### src/rtl/spi_slave_if_pkg.sv
// Shared types for the SPI responder: FSM states, sync depth default and the clock-mode pair.
package spi_pkg;

   typedef enum logic {
      IDLE  = 1'b0,
      SHIFT = 1'b1
   } spi_slv_state_e;

   localparam int unsigned SPI_SYNC_DEFAULT = 2;

   typedef struct packed {
      logic cpol;
      logic cpha;
   } spi_mode_t;

endpackage

### src/rtl/spi_slave_if_if.sv
// SPI pad bundle between a master and the responder.
interface spi_slave_if_if;
   logic spi_sclk;
   logic spi_cs_n;
   logic spi_mosi;
   logic spi_miso;
   logic spi_miso_oe;

   modport master (output spi_sclk, output spi_cs_n, output spi_mosi,
                   input  spi_miso, input  spi_miso_oe);
   modport slave  (input  spi_sclk, input  spi_cs_n, input  spi_mosi,
                   output spi_miso, output spi_miso_oe);
endinterface

### src/rtl/spi_slave_if_sync.sv
// Multi-flop synchronizer for one asynchronous SPI pin, with a selectable reset value.
module spi_sync_bit
   import spi_pkg::*;
#(
   parameter int unsigned STAGES  = SPI_SYNC_DEFAULT,
   parameter logic        RST_VAL = 1'b0
) (
   input  logic clk,
   input  logic reset_n,
   input  logic d,
   output logic q
);

   logic [STAGES-1:0] sr;

   always_ff @(posedge clk or negedge reset_n) begin
      if (!reset_n) sr <= {STAGES{RST_VAL}};
      else          sr <= {sr[STAGES-2:0], d};
   end

   assign q = sr[STAGES-1];

endmodule

### src/rtl/spi_slave_if.sv
// SPI responder: oversampled pins, RX shift/strobe, TX shifter fed by a one-entry holding buffer.
// Optional macro SPI_SLAVE_MODE_SEL_EN adds cpol/cpha ports; default build is fixed to mode 0.
module spi_slave_if
   import spi_pkg::*;
#(
   parameter int unsigned DATA_W      = 8,
   parameter int unsigned SYNC_STAGES = SPI_SYNC_DEFAULT
) (
   input  logic              clk,
   input  logic              reset_n,
   spi_slave_if_if.slave     spi,
`ifdef SPI_SLAVE_MODE_SEL_EN
   input  logic              cpol,
   input  logic              cpha,
`endif
   input  logic              lsb_first,
   input  logic [DATA_W-1:0] tx_data,
   input  logic              tx_valid,
   output logic              tx_ready,
   output logic [DATA_W-1:0] rx_data,
   output logic              rx_valid,
   output logic              tx_underrun,
   output logic              frame_err,
   output logic              busy
);

   localparam int unsigned CNT_W = $clog2(DATA_W + 1);

   logic sclk_s, cs_s, mosi_s, sclk_d, cs_d;
   logic sclk_rise, sclk_fall, cs_fall, cs_rise;
   logic sample_edge, shift_edge;

   spi_sync_bit #(.STAGES(SYNC_STAGES), .RST_VAL(1'b0)) u_sync_sclk (
      .clk(clk), .reset_n(reset_n), .d(spi.spi_sclk), .q(sclk_s));
   spi_sync_bit #(.STAGES(SYNC_STAGES), .RST_VAL(1'b1)) u_sync_cs (
      .clk(clk), .reset_n(reset_n), .d(spi.spi_cs_n), .q(cs_s));
   spi_sync_bit #(.STAGES(SYNC_STAGES), .RST_VAL(1'b0)) u_sync_mosi (
      .clk(clk), .reset_n(reset_n), .d(spi.spi_mosi), .q(mosi_s));

   always_ff @(posedge clk or negedge reset_n) begin
      if (!reset_n) begin
         sclk_d <= 1'b0;
         cs_d   <= 1'b1;
      end else begin
         sclk_d <= sclk_s;
         cs_d   <= cs_s;
      end
   end

   assign sclk_rise = sclk_s & ~sclk_d;
   assign sclk_fall = ~sclk_s & sclk_d;
   assign cs_fall   = ~cs_s & cs_d;
   assign cs_rise   = cs_s & ~cs_d;

   spi_slv_state_e    state, state_nx;
   logic [CNT_W-1:0]  bit_cnt, cnt_nx;
   logic [DATA_W-1:0] tx_shift, tx_shift_nx, rx_shift, rx_shift_nx;
   logic [DATA_W-1:0] buf_data, buf_data_nx, rx_data_nx, load_word;
   logic              buf_full, buf_full_nx, lsb_q, lsb_nx;
   logic              reload_pend, reload_nx, word_done, done_nx, skip_shift, skip_nx;
   logic              rx_valid_nx, underrun_nx, frame_err_nx, miso_nx;
   logic              miso_q, miso_oe_q;

`ifdef SPI_SLAVE_MODE_SEL_EN
   spi_mode_t mode_q, mode_nx;
   logic      lead_edge, trail_edge;

   // Leading edge is the idle-to-active SCLK transition for the latched polarity.
   assign lead_edge   = mode_q.cpol ? sclk_fall : sclk_rise;
   assign trail_edge  = mode_q.cpol ? sclk_rise : sclk_fall;
   assign sample_edge = mode_q.cpha ? trail_edge : lead_edge;
   assign shift_edge  = mode_q.cpha ? lead_edge : trail_edge;

   always_ff @(posedge clk or negedge reset_n) begin
      if (!reset_n) mode_q <= '0;
      else          mode_q <= mode_nx;
   end
`else
   assign sample_edge = sclk_rise;
   assign shift_edge  = sclk_fall;
`endif

   // An empty buffer feeds zeros to the shifter and flags an underrun.
   assign load_word = buf_full ? buf_data : '0;

   always_ff @(posedge clk or negedge reset_n) begin
      if (!reset_n) state <= IDLE;
      else          state <= state_nx;
   end

   always_comb begin
      state_nx     = state;
      cnt_nx       = bit_cnt;
      tx_shift_nx  = tx_shift;
      rx_shift_nx  = rx_shift;
      buf_data_nx  = buf_data;
      buf_full_nx  = buf_full;
      lsb_nx       = lsb_q;
      reload_nx    = reload_pend;
      skip_nx      = skip_shift;
      done_nx      = 1'b0;
      rx_data_nx   = rx_data;
      rx_valid_nx  = 1'b0;
      underrun_nx  = 1'b0;
      frame_err_nx = 1'b0;
`ifdef SPI_SLAVE_MODE_SEL_EN
      mode_nx      = mode_q;
`endif

      if (tx_valid && tx_ready) begin
         buf_data_nx = tx_data;
         buf_full_nx = 1'b1;
      end

      // Completed word is published one cycle after its last bit, in any state.
      if (word_done) begin
         rx_data_nx  = rx_shift;
         rx_valid_nx = 1'b1;
      end

      case (state)
         IDLE: begin
            if (cs_fall) begin
               state_nx    = SHIFT;
               lsb_nx      = lsb_first;
               cnt_nx      = '0;
               reload_nx   = 1'b0;
               skip_nx     = 1'b0;
               tx_shift_nx = load_word;
               buf_full_nx = 1'b0;
               underrun_nx = ~buf_full;
`ifdef SPI_SLAVE_MODE_SEL_EN
               mode_nx     = '{cpol: cpol, cpha: cpha};
               skip_nx     = cpha;
`endif
            end
         end
         SHIFT: begin
            if (sample_edge) begin
               rx_shift_nx = lsb_q ? {mosi_s, rx_shift[DATA_W-1:1]}
                                   : {rx_shift[DATA_W-2:0], mosi_s};
               if (bit_cnt == CNT_W'(DATA_W - 1)) begin
                  cnt_nx    = '0;
                  done_nx   = 1'b1;
                  reload_nx = 1'b1;
               end else begin
                  cnt_nx = bit_cnt + CNT_W'(1);
               end
            end
            if (shift_edge) begin
               if (reload_pend) begin
                  reload_nx   = 1'b0;
                  tx_shift_nx = load_word;
                  buf_full_nx = 1'b0;
                  underrun_nx = ~buf_full;
               end else if (skip_shift) begin
                  skip_nx = 1'b0;
               end else begin
                  tx_shift_nx = lsb_q ? (tx_shift >> 1) : (tx_shift << 1);
               end
            end
            // A final bit landing with CS_N's rise leaves cnt_nx at zero: no error.
            if (cs_rise) begin
               state_nx     = IDLE;
               reload_nx    = 1'b0;
               frame_err_nx = (cnt_nx != '0);
               cnt_nx       = '0;
            end
         end
         default: state_nx = IDLE;
      endcase

      miso_nx = (state_nx == SHIFT) ? (lsb_nx ? tx_shift_nx[0] : tx_shift_nx[DATA_W-1]) : 1'b0;
   end

   always_ff @(posedge clk or negedge reset_n) begin
      if (!reset_n) begin
         bit_cnt     <= '0;
         tx_shift    <= '0;
         rx_shift    <= '0;
         buf_data    <= '0;
         buf_full    <= 1'b0;
         lsb_q       <= 1'b0;
         reload_pend <= 1'b0;
         skip_shift  <= 1'b0;
         word_done   <= 1'b0;
         tx_ready    <= 1'b1;
         rx_data     <= '0;
         rx_valid    <= 1'b0;
         tx_underrun <= 1'b0;
         frame_err   <= 1'b0;
         busy        <= 1'b0;
         miso_q      <= 1'b0;
         miso_oe_q   <= 1'b0;
      end else begin
         bit_cnt     <= cnt_nx;
         tx_shift    <= tx_shift_nx;
         rx_shift    <= rx_shift_nx;
         buf_data    <= buf_data_nx;
         buf_full    <= buf_full_nx;
         lsb_q       <= lsb_nx;
         reload_pend <= reload_nx;
         skip_shift  <= skip_nx;
         word_done   <= done_nx;
         tx_ready    <= ~buf_full_nx;
         rx_data     <= rx_data_nx;
         rx_valid    <= rx_valid_nx;
         tx_underrun <= underrun_nx;
         frame_err   <= frame_err_nx;
         busy        <= (state_nx == SHIFT);
         miso_q      <= miso_nx;
         miso_oe_q   <= (state_nx == SHIFT);
      end
   end

   assign spi.spi_miso    = miso_q;
   assign spi.spi_miso_oe = miso_oe_q;

endmodule

### src/flat_wrapper.sv
// flat-port wrapper written by rule: the top's interface ports become plain ports
module spi_slave_if_flat import spi_pkg::*;
#(
   parameter int unsigned DATA_W      = 8,
   parameter int unsigned SYNC_STAGES = SPI_SYNC_DEFAULT
)
  (clk, reset_n, lsb_first, tx_data, tx_valid, tx_ready, rx_data, rx_valid, tx_underrun, frame_err, busy, spi_spi_sclk, spi_spi_cs_n, spi_spi_mosi, spi_spi_miso, spi_spi_miso_oe);
  spi_slave_if_if spi_i ();
  input  logic clk;
  input  logic reset_n;
  input  logic lsb_first;
  input  logic [DATA_W-1:0] tx_data;
  input  logic tx_valid;
  output logic tx_ready;
  output logic [DATA_W-1:0] rx_data;
  output logic rx_valid;
  output logic tx_underrun;
  output logic frame_err;
  output logic busy;
  input wire logic [$bits(spi_i.spi_sclk)-1:0] spi_spi_sclk;
  input wire logic [$bits(spi_i.spi_cs_n)-1:0] spi_spi_cs_n;
  input wire logic [$bits(spi_i.spi_mosi)-1:0] spi_spi_mosi;
  output wire logic [$bits(spi_i.spi_miso)-1:0] spi_spi_miso;
  output wire logic [$bits(spi_i.spi_miso_oe)-1:0] spi_spi_miso_oe;
  assign spi_i.spi_sclk = spi_spi_sclk;
  assign spi_i.spi_cs_n = spi_spi_cs_n;
  assign spi_i.spi_mosi = spi_spi_mosi;
  assign spi_spi_miso = spi_i.spi_miso;
  assign spi_spi_miso_oe = spi_i.spi_miso_oe;
  spi_slave_if #(.DATA_W(DATA_W), .SYNC_STAGES(SYNC_STAGES)) u_core (.clk(clk), .reset_n(reset_n), .spi(spi_i), .lsb_first(lsb_first), .tx_data(tx_data), .tx_valid(tx_valid), .tx_ready(tx_ready), .rx_data(rx_data), .rx_valid(rx_valid), .tx_underrun(tx_underrun), .frame_err(frame_err), .busy(busy));
endmodule
### config.mk
export PLATFORM = sky130hd
export DESIGN_NAME = spi_slave_if_flat
export DESIGN_NICKNAME = d
export VERILOG_FILES = /design/src/rtl/spi_slave_if_pkg.sv /design/src/rtl/spi_slave_if_if.sv /design/src/rtl/spi_slave_if_sync.sv /design/src/rtl/spi_slave_if.sv /design/src/flat_wrapper.sv
export SDC_FILE = /design/constraint.sdc
export NUM_CORES = 1
export LEC_CHECK = 0
export ABC_AREA = 1
export BUFFER_PORTS_ARGS = -buffer_cell sky130_fd_sc_hd__buf_2
export CORE_UTILIZATION = 57
export DETAILED_ROUTE_END_ITERATION = 8
export GPL_ROUTABILITY_DRIVEN = 0
export PLACE_DENSITY = 0.82
export SLEW_MARGIN = 30
export SYNTH_ARGS = -nofsm -noshare
export SYNTH_HDL_FRONTEND = slang
export SYNTH_SLANG_ARGS = --single-unit
### constraint.sdc
create_clock -name clk -period 3.6 [get_ports clk]
set_input_delay 0 -clock clk [delete_from_list [all_inputs] [get_ports clk]]
set_output_delay 0 -clock clk [all_outputs]
set_load 0.05 [all_outputs]
; After elaboration in Yosys (flattened, before gate mapping)
; Index checks and enable logic that the tools add are counted.
[op_classes]
addsub = 1
n_eq_ne = 5
n_mux = 46
bitwise_logic = 11
n_reduce_logical = 5
[ops]
columns = cell, count
row1 = $mux 8, 7
row2 = $mux 1, 27
row3 = $mux 4, 5
row4 = $pmux 8 s2, 1
row5 = $pmux 1 s2, 5
row6 = $pmux 4 s2, 1
row7 = $not 1->1, 7
row8 = $reduce_and 3->1, 2
row9 = $add 4x1->4 const B, 1
row10 = $and 1x1->1, 4
row11 = $eq 4x3->1 const B, 1
row12 = $ne 2x1->1 const B, 2
row13 = $reduce_bool 4->1, 1
row14 = $ne 3x3->1 const B, 1
row15 = $ne 2x2->1 const B, 1
row16 = $reduce_and 2->1, 1
row17 = $logic_and 1x1->1, 1
[totals]
register_bits = 55

; Depth between registers and ports, before layout
; Gate-level depths: netlist of the first run.
[depth]
ltp_word = 7
depth_mapped = 9
ltp_nobuf = 9

; By module
; Synthesis of the first run repeated with hierarchy kept, for this count alone.
[unflattened]
hier_cells = 271
hier_area_um2 = 2398.6
[by_module_without_submodules]
columns = mod, n_inst, cells_per_inst, area_per_inst_um2, seq_area_each_um2
row1 = spi_slave_if, 1, 265, 2245.9, 1203.7
row2 = spi_sync_bit (u_core.u_sync_mosi ...), 2, 2, 50.0, 50.0
row3 = spi_sync_bit (u_core.u_sync_cs), 1, 2, 52.6, 52.6

; Worst setup path after synthesis of the first run
; No wires, ideal clock.
[synth_timing]
kind = register to register
startpoint = register u_core.state
endpoint = register u_core.rx_shift[5]
arrival_time_ns = 1.345
slack_ns = 2.173
stages_incl_launch_ff = 6
path_buffers = 1
period_less_slack_ns = 1.427
path_cell_list = dfrtp_1 > inv_2 > nor2_4 > buf_6 > o211ai_1 > o21ai_0
[synth_via]
elab_chain_len = 1
[synth_rtl]
columns = item, line
row1 = start: declaration, spi_slave_if.sv:55  ; spi_slv_state_e state, state_nx;
row2 = start signal: assignment, spi_slave_if.sv:88  ; else state <= state_nx;
row3 = $reduce_and 2->1 (no line), -
row4 = end signal: assignment, spi_slave_if.sv:198  ; rx_shift <= rx_shift_nx;
row5 = end: declaration, spi_slave_if.sv:57  ; logic [DATA_W-1:0] tx_shift, tx_shift_nx, rx_shift, rx_shift_nx;
; No other way between the ends.
; A chain may end at the register's enable or synchronous reset.

; Final worst setup path of the first run
[layout_timing]
startpoint = register u_core.lsb_q
endpoint = register u_core.miso_q, in the netlist u_core.spi.spi_miso
[layout_via]
elab_chain_len = 7
elab_cells_between_ends = 9
classes_between = 9 x mux
[layout_rtl]
columns = item, line
row1 = start: declaration, spi_slave_if.sv:59  ; logic buf_full, buf_full_nx, lsb_q, lsb_nx;
row2 = start signal: assignment, spi_slave_if.sv:201  ; lsb_q <= lsb_nx;
row3 = $mux 8, spi_slave_if.sv:159  ; tx_shift_nx = lsb_q ? (tx_shift >> 1) : (tx_shift << 1);
row4 = $mux 8, spi_slave_if.sv:156  ; end else if (skip_shift) begin
row5 = $mux 8, spi_slave_if.sv:151  ; if (reload_pend) begin
row6 = $mux 8, spi_slave_if.sv:150  ; if (shift_edge) begin
row7 = $pmux 8 s2, spi_slave_if.sv:121  ; case (state)
row8 = $mux 1 (*) (2 in series), spi_slave_if.sv:173  ; miso_nx = (state_nx == SHIFT) ? (lsb_nx ? tx_shift_nx[0] : tx_shift_nx[DATA_W-1]) : 1'b0;
row9 = via u_core.miso_nx, spi_slave_if.sv:61  ; logic rx_valid_nx, underrun_nx, frame_err_nx, miso_nx;
row10 = end signal: assignment, spi_slave_if.sv:211  ; miso_q <= miso_nx;
row11 = end: declaration, spi_slave_if.sv:62  ; logic miso_q, miso_oe_q;
; The timed path passes the listed nets; every way through them passes the cells marked *. The select of a mux whose other input is x is not followed.

==> results.txt, run 1 <==
The capturing element type of the critical path is a flop. Setup repair after global routing left no endpoint under its margin. The number of hold buffers added after CTS came out at 13. The critical path is of the reg2reg type. The floorplan row count came out at 23.

The largest net degree at the start of global routing is 55. The fraction of the cycle the final worst path needs came out at 41.8%. The multiplexer fraction of the synthesized cell area is 0%. After filler insertion, the fill cell instance count of the layout stands at 314. In this run the clock root is driven by a sky130_fd_sc_hd__clkbuf_8. The HPWL reported at the end of detailed placement came out at 2880 um. The core box area came out at 4000 sq um. The synthesized-area fraction occupied by and/or/nand/nor cells is 26.0%.

Along the worst path, the maximum fanout reaches 22. The fraction of the yosys area taken by sequential cells came out at 57.4%. The proportion of layout cells with a drive suffix above 1 is 16.3%. The largest vdd supply drop is 0.331 mV. The count of cells along the worst hold path is 4. Setup violations remaining at the end of the flow were counted as 0.

The horizontal die dimension came out at 66.4 um. The number of warning messages in the yosys log is 0. For this run, design rule violations remaining after detail routing come to 0. The post-placement cell count is 350. The post-synthesis cell area is ~2400 sq um. The worst setup path is launched from a flop. The clock-pin transition on the worst setup and hold timing paths came out at 0.09 ns.

The clock network latency to the later pin of the worst-skew pair is 0.31 ns. The count of instances resized after the clock tree is built came out at 0. The via count is about 1900.

The startpoint of the lowest-slack register-to-register path is u_core.lsb_q. The setup slack of the worst register-to-register path is ~2.1 ns. In this run the post-CTS setup repair buffer count came out at 0. The diode insertion count for antenna repair came out at 0. The fraction of synthesized cell area in xor and xnor cells is 0%. The final instance count without filler cells is 370. The max-slew violation count came out at 0. The setup skew after layout came out at 0.00721 ns. The total design power is 1540 uW.

The worst-case headroom to the max-slew limit is 57.3%. The total congestion overflow after global routing is 0. For the pin with the worst max-slew slack, the measured transition is 0.640 ns.

The worst path setup slack after routing is 2.09 ns. The run finished with clean final reports. Of the total synthesized cell area, the portion taken by full adders, half adders and majority gates is 0.530%. The remaining antenna violation count after routing came out at 0.

The register bit total from synthesis is 54. The worst reg2reg path depth is 7. Clock tree synthesis inserted a total of 5 buffers. The cell area power density came out at 561 nW/um^2.

Counting distinct cell types in the post-synthesis netlist gives 25. For hold timing, the worst endpoint is u_core.buf_data[4]. The first TritonRoute pass finished after 4 iterations. In this run the critical register-to-register path is captured at u_core.spi.spi_miso. The wire length of the first global-routing pass came out at 7270 um. Before CTS, the worst setup slack after placement is 2.14 ns. The number of global-route vias before repair was approximately 1700. The average wire per cell in the routed design is 11.5 um.

The die footprint came out at between 4000 and 5000 sq um. The TritonCTS clock tree is done. The count of max-cap constraint violations came out at 0. The number of antenna violations at the first check in global routing came out at 0. The top-level port count is 30. After synthesis, the largest family of logic cells by area is simple AND/OR/NAND/NOR gates. The number of clock sinks came out at 54. The synthesized design spends more area on one cell type than any other, namely sky130_fd_sc_hd__dfrtp_1. The number of nets in the layout is 336. Counting every net in the synthesized netlist gives 293.

In this run the static leakage power is 0.00143 uW. For this configuration, the core starts out at a cell density of between 50% and 60%. The path class of the tightest hold or removal check is in2reg. The floorplan step set the die height to 66.4 um. Averaged over all synthesized cells, the footprint is 8.52 sq um. The maximum achievable frequency came out at 664 MHz.

The synthesized netlist devotes 9.49% of its cell area to compound gates. The total global-route track usage is 22.4%. The number of levels in the clock H-tree is 2. The minimum clock period is 1.51 ns.

The worst min-delay path startpoint is tx_valid. The count of buffers inserted at the top-level ports came out at 29. The final hold violation count is 0. The maximum count of clock buffers along a single path came out at 2. The portion of synthesized cell area occupied by the leading cell type came out at 53.0%.

STA puts the critical path data required time at 3.80 ns. The mean number of vias per cell came out at 5.02. The routed wire length came out at 4250 um. In the final timing run, aggregate negative setup slack is 0 ns.

The violation count after the first detailed-routing iteration came out at around 160. STA puts the critical path data arrival time at 1.71 ns. In the post-synthesis netlist, the biggest area contributors are sky130_fd_sc_hd__dfrtp_1, sky130_fd_sc_hd__nand2_1, sky130_fd_sc_hd__nand3_1. The cell count after synthesis came out at 277. Compared with the post-synthesis result, the final layout area differs by 16.2%.
[layout by cell type (no fill, tap or decap)]
cell type	instances
sky130_fd_sc_hd__a21oi_1	13
sky130_fd_sc_hd__and2_1	1
sky130_fd_sc_hd__buf_2	29
sky130_fd_sc_hd__buf_4	1
sky130_fd_sc_hd__clkbuf_8	5
sky130_fd_sc_hd__clkinv_1	1
sky130_fd_sc_hd__clkinv_2	2
sky130_fd_sc_hd__dfrtp_1	50
sky130_fd_sc_hd__dfstp_2	4
sky130_fd_sc_hd__dlygate4sd3_1	13
sky130_fd_sc_hd__ha_1	1
sky130_fd_sc_hd__inv_1	24
sky130_fd_sc_hd__inv_2	5
sky130_fd_sc_hd__nand2_1	93
sky130_fd_sc_hd__nand2_2	1
sky130_fd_sc_hd__nand3_1	27
sky130_fd_sc_hd__nand4_2	1
sky130_fd_sc_hd__nor2_1	20
sky130_fd_sc_hd__nor2_2	2
sky130_fd_sc_hd__nor2_4	1
sky130_fd_sc_hd__o211ai_1	8
sky130_fd_sc_hd__o21ai_0	11
sky130_fd_sc_hd__o21ai_1	3
sky130_fd_sc_hd__o21ai_4	1
sky130_fd_sc_hd__o22ai_1	2
sky130_fd_sc_hd__or2_0	1
[state kept, by name (all words and copies together), names as in the netlist]
signal	cells
u_core.buf_data	8
u_core.rx_data	8
u_core.rx_shift	8
u_core.tx_shift	8
u_core.bit_cnt	4
u_core.u_sync_cs.sr	2
u_core.u_sync_mosi.sr	2
u_core.u_sync_sclk.sr	2
u_core.buf_full	1
u_core.cs_d	1
u_core.frame_err	1
u_core.lsb_q	1
u_core.reload_pend	1
u_core.rx_valid	1
u_core.sclk_d	1
u_core.spi.spi_miso	1
u_core.state	1
u_core.tx_ready	1
u_core.tx_underrun	1
u_core.word_done	1
[area by class of cell]
| class | instances | area [sq um] | share of cell area (%) |
|---|---|---|---|
| Multi-Input combinational cell | 186 | 851 | 31.0 |
| Sequential cell | 54 | 1360 | 49.4 |
| Timing Repair Buffer | 43 | 283 | 10.3 |
| Clock inverter | 2 | 10.0 | 0.365 |
| Inverter | 30 | 113 | 4.10 |
| Tap cell | 50 | 62.6 | 2.28 |
| Clock buffer | 5 | 68.8 | 2.51 |
[per-stage QoR]
stage	hold slack (ns)	util, %	instance area (sq um)
3_3_place_gp	0.105	63.4	2530
2_1_floorplan	-0.296	-	2360
3_5_place_dp	0.106	63.4	2530
4_1_cts	0.140	68.6	2740
5_1_grt	0.183	68.6	2740
6_report	0.147	68.6	2740
[synthesized netlist by cell type]
master / n
sky130_fd_sc_hd__a21oi_1: 13
sky130_fd_sc_hd__and2_1: 1
sky130_fd_sc_hd__buf_2: 3
sky130_fd_sc_hd__buf_4: 1
sky130_fd_sc_hd__buf_6: 1
sky130_fd_sc_hd__clkbuf_1: 2
sky130_fd_sc_hd__clkinv_1: 1
sky130_fd_sc_hd__dfrtp_1: 50
sky130_fd_sc_hd__dfstp_2: 4
sky130_fd_sc_hd__ha_1: 1
sky130_fd_sc_hd__inv_1: 24
sky130_fd_sc_hd__inv_2: 5
sky130_fd_sc_hd__nand2_1: 93
sky130_fd_sc_hd__nand2_2: 1
sky130_fd_sc_hd__nand3_1: 27
sky130_fd_sc_hd__nand4_2: 1
sky130_fd_sc_hd__nor2_1: 20
sky130_fd_sc_hd__nor2_2: 2
sky130_fd_sc_hd__nor2_4: 1
sky130_fd_sc_hd__o211ai_1: 8
sky130_fd_sc_hd__o21ai_0: 11
sky130_fd_sc_hd__o21ai_1: 3
sky130_fd_sc_hd__o21ai_4: 1
sky130_fd_sc_hd__o22ai_1: 2
sky130_fd_sc_hd__or2_0: 1
[critical path, cell delays in order, from the launching register on]
cell                      delay [ns]
sky130_fd_sc_hd__dfrtp_1        0.73
sky130_fd_sc_hd__inv_2          0.19
sky130_fd_sc_hd__nand2_1        0.10
sky130_fd_sc_hd__nand2_1        0.05
sky130_fd_sc_hd__nand3_1        0.07
sky130_fd_sc_hd__nand2_1        0.06
sky130_fd_sc_hd__a21oi_1        0.13
sky130_fd_sc_hd__nor2_1         0.06
[power breakdown]
part	internal, uW	switching, uW	total, uW
clock	131	182	312
sequential	746	110	856
combinational	129	241	370
total	1010	532	1540
[how the worst max path moves through the flow]
stage,from,to
6_report,u_core.lsb_q,u_core.spi.spi_miso
5_1_grt,u_core.lsb_q,u_core.spi.spi_miso
4_1_cts,u_core.lsb_q,u_core.spi.spi_miso
3_5_place_dp,u_core.lsb_q,u_core.spi.spi_miso
3_3_place_gp,u_core.lsb_q,u_core.spi.spi_miso
2_1_floorplan,u_core.state,u_core.rx_shift[5]
[kinds of logic (layout without fill, tap and decap cells)]
family                     count (synthesis)  in the layout
adders and majority gates                  1              1
and+or+nand+nor                          147            147
DFF                                       54             54
AOI/OAI and AO/OA                         38             38
buffers and inverters                     37             80
[metal layers]
layer / GRT usage [%] / up-vias / routed length (um)
met5: 0 / - / 0
met4: 7.18 / 0 / 62
met3: 5.69 / 8 / 153
met2: 36.9 / 45 / 2000
met1: 28.8 / 836 / 2040
li1: - / 969 / -
Note: power is estimated with default switching activity, not from simulation.
==> inputs of run 2 (changes only) <==
==> constraint.sdc (replaced) <==
create_clock -name clk -period 1.55 [get_ports clk]
set_input_delay 0 -clock clk [delete_from_list [all_inputs] [get_ports clk]]
set_output_delay 0 -clock clk [all_outputs]
set_load 0.05 [all_outputs]
==> run 2 against run 1 <==
  * Design area increased by 3.4%
  * Largest cell class unchanged
  * Via count increased by 2.0%
  * Critical path depth decreased by 2
  * Non-clock buffer count increased by 2
  * Routed wire length increased by 2.7%
  * Largest power group unchanged
  * Die area unchanged
==> results.txt, run 2 (same netlist as run 1, synthesis figures left out) <==
The remaining antenna violation count after routing is 0. In this run the static leakage power is 0.00147 uW. For this design, the slowest cell found on the critical path is sky130_fd_sc_hd__dfrtp_1. In this run the power spent charging and discharging nets is 1250 uW.

The wire length of the first global-routing pass is between 7000 and 8000 um. For the worst setup path, the data arrival time is ~1.6 ns. The TritonCTS buffer count is 5.

The height of the die came out at 66.4 um. The hold slack is 0.122 ns. The core box area is between 4000 and 5000 sq um. The internal power of the cells totals approximately 2700 uW. The remaining routing DRC violations is 0. Compared with the post-synthesis result, the final layout area differs by 20.2%. The via count came out at ~1900. In this run the clock root is driven by a sky130_fd_sc_hd__clkbuf_8. In the layout the commonest cells are sky130_fd_sc_hd__nand2_1, sky130_fd_sc_hd__dfrtp_1, sky130_fd_sc_hd__buf_2. In this run, the clock network consumes approximately 28% of the power. Once the floorplan was initialized, standard cells occupied around three fifths of the core. By startpoint and endpoint, the worst setup path is classified as reg2reg.

On the critical path the largest part of the delay comes from simple AND/OR/NAND/NOR gates. The kind of start point of the critical path is a flop. At the pin with the least slew margin, the transition time is 0.477 ns. The count of max-cap constraint violations is 0. The number of clock sinks came out at 54.

The flow ran to the end, and the final reports show no timing, DRC or antenna violations. The count of cells along the worst hold path came out at 5. The switching share of total power is between 30% and 40%.

The clock-pin transition on the worst setup and hold timing paths came out at 0.10 ns. In this run the number of cells on the critical path is 5. Per report_power, the sequential group accounts for 49.0% of the total. Setup repair after global routing left no endpoint under its margin. The number of antenna violations at the first check in global routing came out at 0.

Cells with a size suffix above 1 make up 17.3% of the layout. The max-slew violation count is 0. The number of buffers and inverters on the critical path is 1.

The post-CTS setup buffer count came out at 0. The mean number of vias per cell came out at 5.08. The capturing element type of the critical path is a flop. The cell area power density is 1410 nW/um^2. The minimum clock period came out at approximately 1.3 ns. The largest net degree at the start of global routing came out at 55. The floorplan row count came out at 23. The fraction of the cycle the final worst path needs is approximately 87%. Across the routed clock network, the largest skew measured is ~0.007 ns. The accumulated negative setup slack is 0 ns. The required arrival time at the worst endpoint came out at 1.76 ns. The count of buffers inserted at the top-level ports is 29. Walking the worst path, the cells encountered are inv_1, nand2_1, nor2_4, o211ai_1, o21ai_0. The top-level port count came out at 30.

The number of global-route vias before repair came out at 1773. The total global-route track usage is 22.9%. The routed wire length is 4370 um. The area taken by flip-flops and latches is roughly 1400 sq um.

The HPWL reported at the end of detailed placement came out at around 3000 um. The first detailed-routing pass ran for 4 iterations. Based on the critical path, the design can be clocked at up to 744 MHz.

The final-report setup violation count is 0. The horizontal die dimension came out at 66.4 um. The setup slack of the worst register-to-register path came out at 0.21 ns. The average wire per cell in the routed design is 11.7 um. The fill cell total of the finished layout is 308.

Leaving out fill and tap cells, the most frequent cell in the layout is sky130_fd_sc_hd__nand2_1. In this run the worst hold path is classified as in2reg. CTS built an H-tree with a depth of 2. The area of the multi-input gates is 853 sq um.

The violation count after the first detailed-routing iteration came out at 100. The largest vdd supply drop is 0.905 mV. Measured on the finished design, the core utilization comes to 70.9%. The highest net fanout along the worst path came out at 16. TritonCTS built the clock tree. The diode insertion count for antenna repair is 0. The clock network latency to the later pin of the worst-skew pair is 0.30 ns. In this run the tightest slew margin relative to its limit is around 68%. Measured in cells, the most critical reg-to-reg path has a length of 5.

Global routing finished with a remaining overflow of 0. In the final design database the tool counted ~340 nets. The die footprint came out at between 4000 and 5000 sq um. The maximum count of clock buffers along a single path came out at 2. The final hold violation count is 0. Combinational logic burns 22.8% of the power. The delay of the slowest cell on the worst path came out at 0.41 ns.
run 2: cell count changes in the layout (fill, tap and decap cells not counted), sizes merged:
cell | previous run | this run
buf | 30 | 32
bufinv | 0 | 2
clkinv | 3 | 1
clkbuf | 5 | 6
run 2: per-stage QoR:
step	power, uW	instance area [sq um]	worst slack, ns	instances
floorplan	2610	2360	0.123	277
global placement	2810	2560	0.251	352
detailed placement	2860	2560	0.151	352
CTS	4000	2840	0.127	373
global route	4250	2840	0.0972	373
finish	3990	2840	0.206	373
run 2: power by group through the flow:
stage | Combinational [uW] | Sequential [uW] | Clock [uW]
after floorplan | 615 | 1990 | 0
after global placement | 847 | 1970 | 0
after detailed placement | 882 | 1970 | 0
after CTS | 914 | 1950 | 1140
after global routing | 1060 | 2000 | 1200
final | 909 | 1950 | 1130
run 2: cell type report:
type                    count  share of cell area (%)
inverters                  30                    3.97
clock inverters             2                    2.12
multi-input cells         186                    30.1
repair buffers             45                    10.9
flip-flops and latches     54                    47.8
clock buffers               6                    2.91
well taps                  50                    2.20
run 2: final timing paths:
check | start | end
max | u_core.sclk_d | u_core.rx_shift[2]
min | tx_valid | u_core.buf_data[4]
max reg2reg | u_core.sclk_d | u_core.rx_shift[2]
min reg2reg | u_core.u_sync_mosi.sr[0] | u_core.u_sync_mosi.sr[1]
max in group asynchronous | reset_n | u_core.tx_ready
min in group asynchronous | reset_n | u_core.bit_cnt[1]
run 2: worst min-delay path, stage by stage:
cell                       delay (ns)
sky130_fd_sc_hd__buf_2           0.07
sky130_fd_sc_hd__nand2_1         0.06
sky130_fd_sc_hd__clkinv_1        0.15
sky130_fd_sc_hd__nand2_1         0.07
sky130_fd_sc_hd__nand2_1         0.04
run 2: layer usage:
metal / vias up / routed length [um] / GRT usage, % / share of wire [%]
li1: 974 / - / - / -
met1: 883 / 2100 / 29.3 / 48
met2: 33 / 2120 / 39.5 / 49
met3: 6 / 113 / 3.62 / 2.6
met4: 0 / 38 / 7.18 / 0.87
met5: - / 0 / 0 / 0
run 2: repair_timing:
item,in CTS,in global routing
gates resized for setup,0,1
endpoints found under the setup margin,0,2
hold buffers,13,0
endpoints found under the hold margin,66,0
==> inputs of run 3 (changes only) <==
==> constraint.sdc (replaced) <==
create_clock -name clk -period 1.55 [get_ports clk]
set_input_delay 0.0775 -clock clk [delete_from_list [all_inputs] [get_ports clk]]
set_output_delay 0.0775 -clock clk [all_outputs]
set_load 0.05 [all_outputs]
==> run 3 against run 2 <==
  * Utilization decreased by 1.0 points
  * Design area decreased by 1.5%
  * Routed wire length decreased by 1.2%
  * Critical path depth increased by 2
  * Largest cell class unchanged
  * Register-to-register slack improved by 0.02 ns
  * Sequential power about the same
==> results.txt, run 3 (same netlist as run 1, synthesis figures left out) <==
The worst-case headroom to the max-slew limit is 61.1%. The clock-pin transition on the worst setup and hold timing paths is 0.10 ns. The count of buffers inserted at the top-level ports is 29. In this run the horizontal extent of the chip is 66.4 um. The floorplan row count is 23.

Detailed routing inserted a total of about 1900 vias. The violation count after the first detailed-routing iteration came out at 118. STA classifies the critical path endpoint as a flop. The actual transition at the worst max-transition pin is 0.584 ns.

The remaining routing DRC violations came out at 0. The layout-stage area growth over the synthesis result came out at 18.4%. The fill cell total of the finished layout is around 330. The top-level port count came out at 30. The count of max-cap constraint violations came out at 0. The number of antenna violations at the first check in global routing was 0. The min-delay analysis places its worst path in the category in2reg. The proportion of layout cells with a drive suffix above 1 came out at 17.1%. The number of levels in the clock H-tree is 2. The height of the die came out at 66.4 um. The required arrival time at the worst endpoint came out at roughly 1.8 ns. TritonCTS created 5 clock buffers. The worst endpoint data arrival time is 1.53 ns. The cell area power density came out at between 1000 and 1500 nW/um^2. The total global-route track usage is 22.8%. Setup repair after global routing left no endpoint under its margin. The maximum count of clock buffers along a single path is 2. In this run the most critical hold path is launched from lsb_first. The commonest non-fill, non-tap cell in the layout is sky130_fd_sc_hd__nand2_1. Of all nets on the critical path, the largest fanout is 6. After detailed routing, the average wire length per cell comes to ~12 um.

The HPWL reported at the end of detailed placement is approximately 3000 um. In this run the standard cell core region covers 4000 sq um. The root buffer cell is sky130_fd_sc_hd__clkbuf_8. The fraction of the cycle the final worst path needs came out at 85.7%. The diode insertion count for antenna repair came out at 0. The wire length of the first global-routing pass came out at roughly 7400 um. The number of nets in the layout came out at about 340. The largest net degree at the start of global routing is 30. The iteration count of the initial detailed-routing pass is 4.

The run finished with clean final reports. After detailed routing, the total wire length is 4310 um. The total congestion overflow after global routing is 0. The smallest clock period supported by the final layout is computed as 1.33 ns. The accumulated negative setup slack is 0 ns. The library cells used most frequently in the layout, excluding fill and tap cells, are sky130_fd_sc_hd__nand2_1, sky130_fd_sc_hd__dfrtp_1, sky130_fd_sc_hd__buf_2. The analysis attributes to cell leakage a power of ~0.0014 uW. The setup skew after layout came out at 0.00978 ns.

The critical path is of the reg2reg type. The placed instance area is about 2600 sq um. The final hold violation count is 0.

The kind of start point of the critical path is a flop. The startpoint of the lowest-slack register-to-register path is u_core.cs_d. TritonCTS built the clock tree. The origin of the worst setup path is u_core.cs_d.

Based on the critical path, the design can be clocked at up to between 700 and 800 MHz. At the later pin of the worst-skew pair, clock insertion delay measures 0.31 ns. The largest vdd supply drop is 0.830 mV. Once the floorplan was initialized, standard cells occupied 59.0% of the core. Post-CTS timing repair inserted 0 buffers for setup.

The remaining antenna violation count after routing came out at 0. The cell area after layout came out at 2800 sq um. The die covers between 4000 and 5000 sq um.

The final-report setup violation count is 0. The max-slew violation count came out at 0. After detailed routing, the number of vias per cell comes to 5.08. The number of global-route vias before repair came out at 1686.

The number of clock sinks came out at 54.
-- run 3: cell types whose count changed in the layout (fill, tap and decap cells not counted) --
cell	change
sky130_fd_sc_hd__clkinvlp_4	+2
sky130_fd_sc_hd__bufinv_16	-1
sky130_fd_sc_hd__clkbuf_8	-1
sky130_fd_sc_hd__dlygate4sd3_1	-1
sky130_fd_sc_hd__nor2_1	+1
sky130_fd_sc_hd__nor2_2	-1
-- run 3: what timing repair did --
item	in CTS	in global routing
endpoints found under the hold margin	32	0
hold buffers	12	0
resized for setup	0	0
-- run 3: cell type report --
cell class                 count  area [sq um]  share of cell area, %
inverter                      30           113                   4.03
timing repair buffer          44           300                   10.7
multi-input combinational    186           851                   30.4
clock inverter                 3          45.0                   1.61
sequential                    54          1360                   48.5
tap                           50          62.6                   2.24
clock buffer                   5          68.8                   2.46
-- run 3: final timing paths --
| path | endpoint | slack (ns) | cells after the start |
|---|---|---|---|
| hold reg to reg | u_core.u_sync_mosi.sr[1] | 0.35 | 0 |
| setup / recovery | u_core.tx_shift[3] | 0.22 | 7 |
| max in group asynchronous | u_core.tx_shift[3] | 0.71 | 3 |
| hold / removal | u_core.lsb_q | 0.05 | 3 |
| setup reg to reg | u_core.tx_shift[3] | 0.22 | 7 |
| min in group asynchronous | u_core.bit_cnt[1] | 0.29 | 2 |
-- run 3: where the power goes --
part | switching [uW] | leakage, uW | internal [uW]
sequential | 225 | 0.000685 | 1730
combinational | 586 | 0.000713 | 316
clock | 461 | 0.0000504 | 480
-- run 3: critical path, stage by stage (launching register included) --
cell	delay (ns)
sky130_fd_sc_hd__dfstp_2	0.55
sky130_fd_sc_hd__inv_1	0.04
sky130_fd_sc_hd__nor2_1	0.18
sky130_fd_sc_hd__nand2_1	0.14
sky130_fd_sc_hd__nand2_1	0.08
sky130_fd_sc_hd__inv_1	0.09
sky130_fd_sc_hd__nand2_1	0.07
sky130_fd_sc_hd__nand3_1	0.07
-- run 3: metal layers --
| metal | vias up | share of wire (%) | track usage [%] |
|---|---|---|---|
| met1 | 867 | 46 | 29.4 |
| met3 | 7 | 4.9 | 5.86 |
| met4 | 0 | 1.5 | 8.51 |
| met5 | - | 0 | 0 |
| met2 | 46 | 48 | 37.0 |
| li1 | 971 | - | - |
-- run 3: stage by stage --
| stage | power (uW) | utilization (%) | instances | hold slack (ns) | setup slack, ns |
|---|---|---|---|---|---|
| 4_1_cts | 3820 | 69.9 | 372 | 0.0407 | 0.213 |
| 3_5_place_dp | 2860 | 64.1 | 352 | 0.110 | 0.221 |
| 5_1_grt | 4070 | 69.9 | 372 | 0.0414 | 0.0364 |
| 6_report | 3800 | 69.9 | 372 | 0.0458 | 0.221 |
| 3_3_place_gp | 2810 | 64.1 | 352 | 0.109 | 0.253 |
| 2_1_floorplan | 2610 | - | 277 | -0.218 | 0.123 |
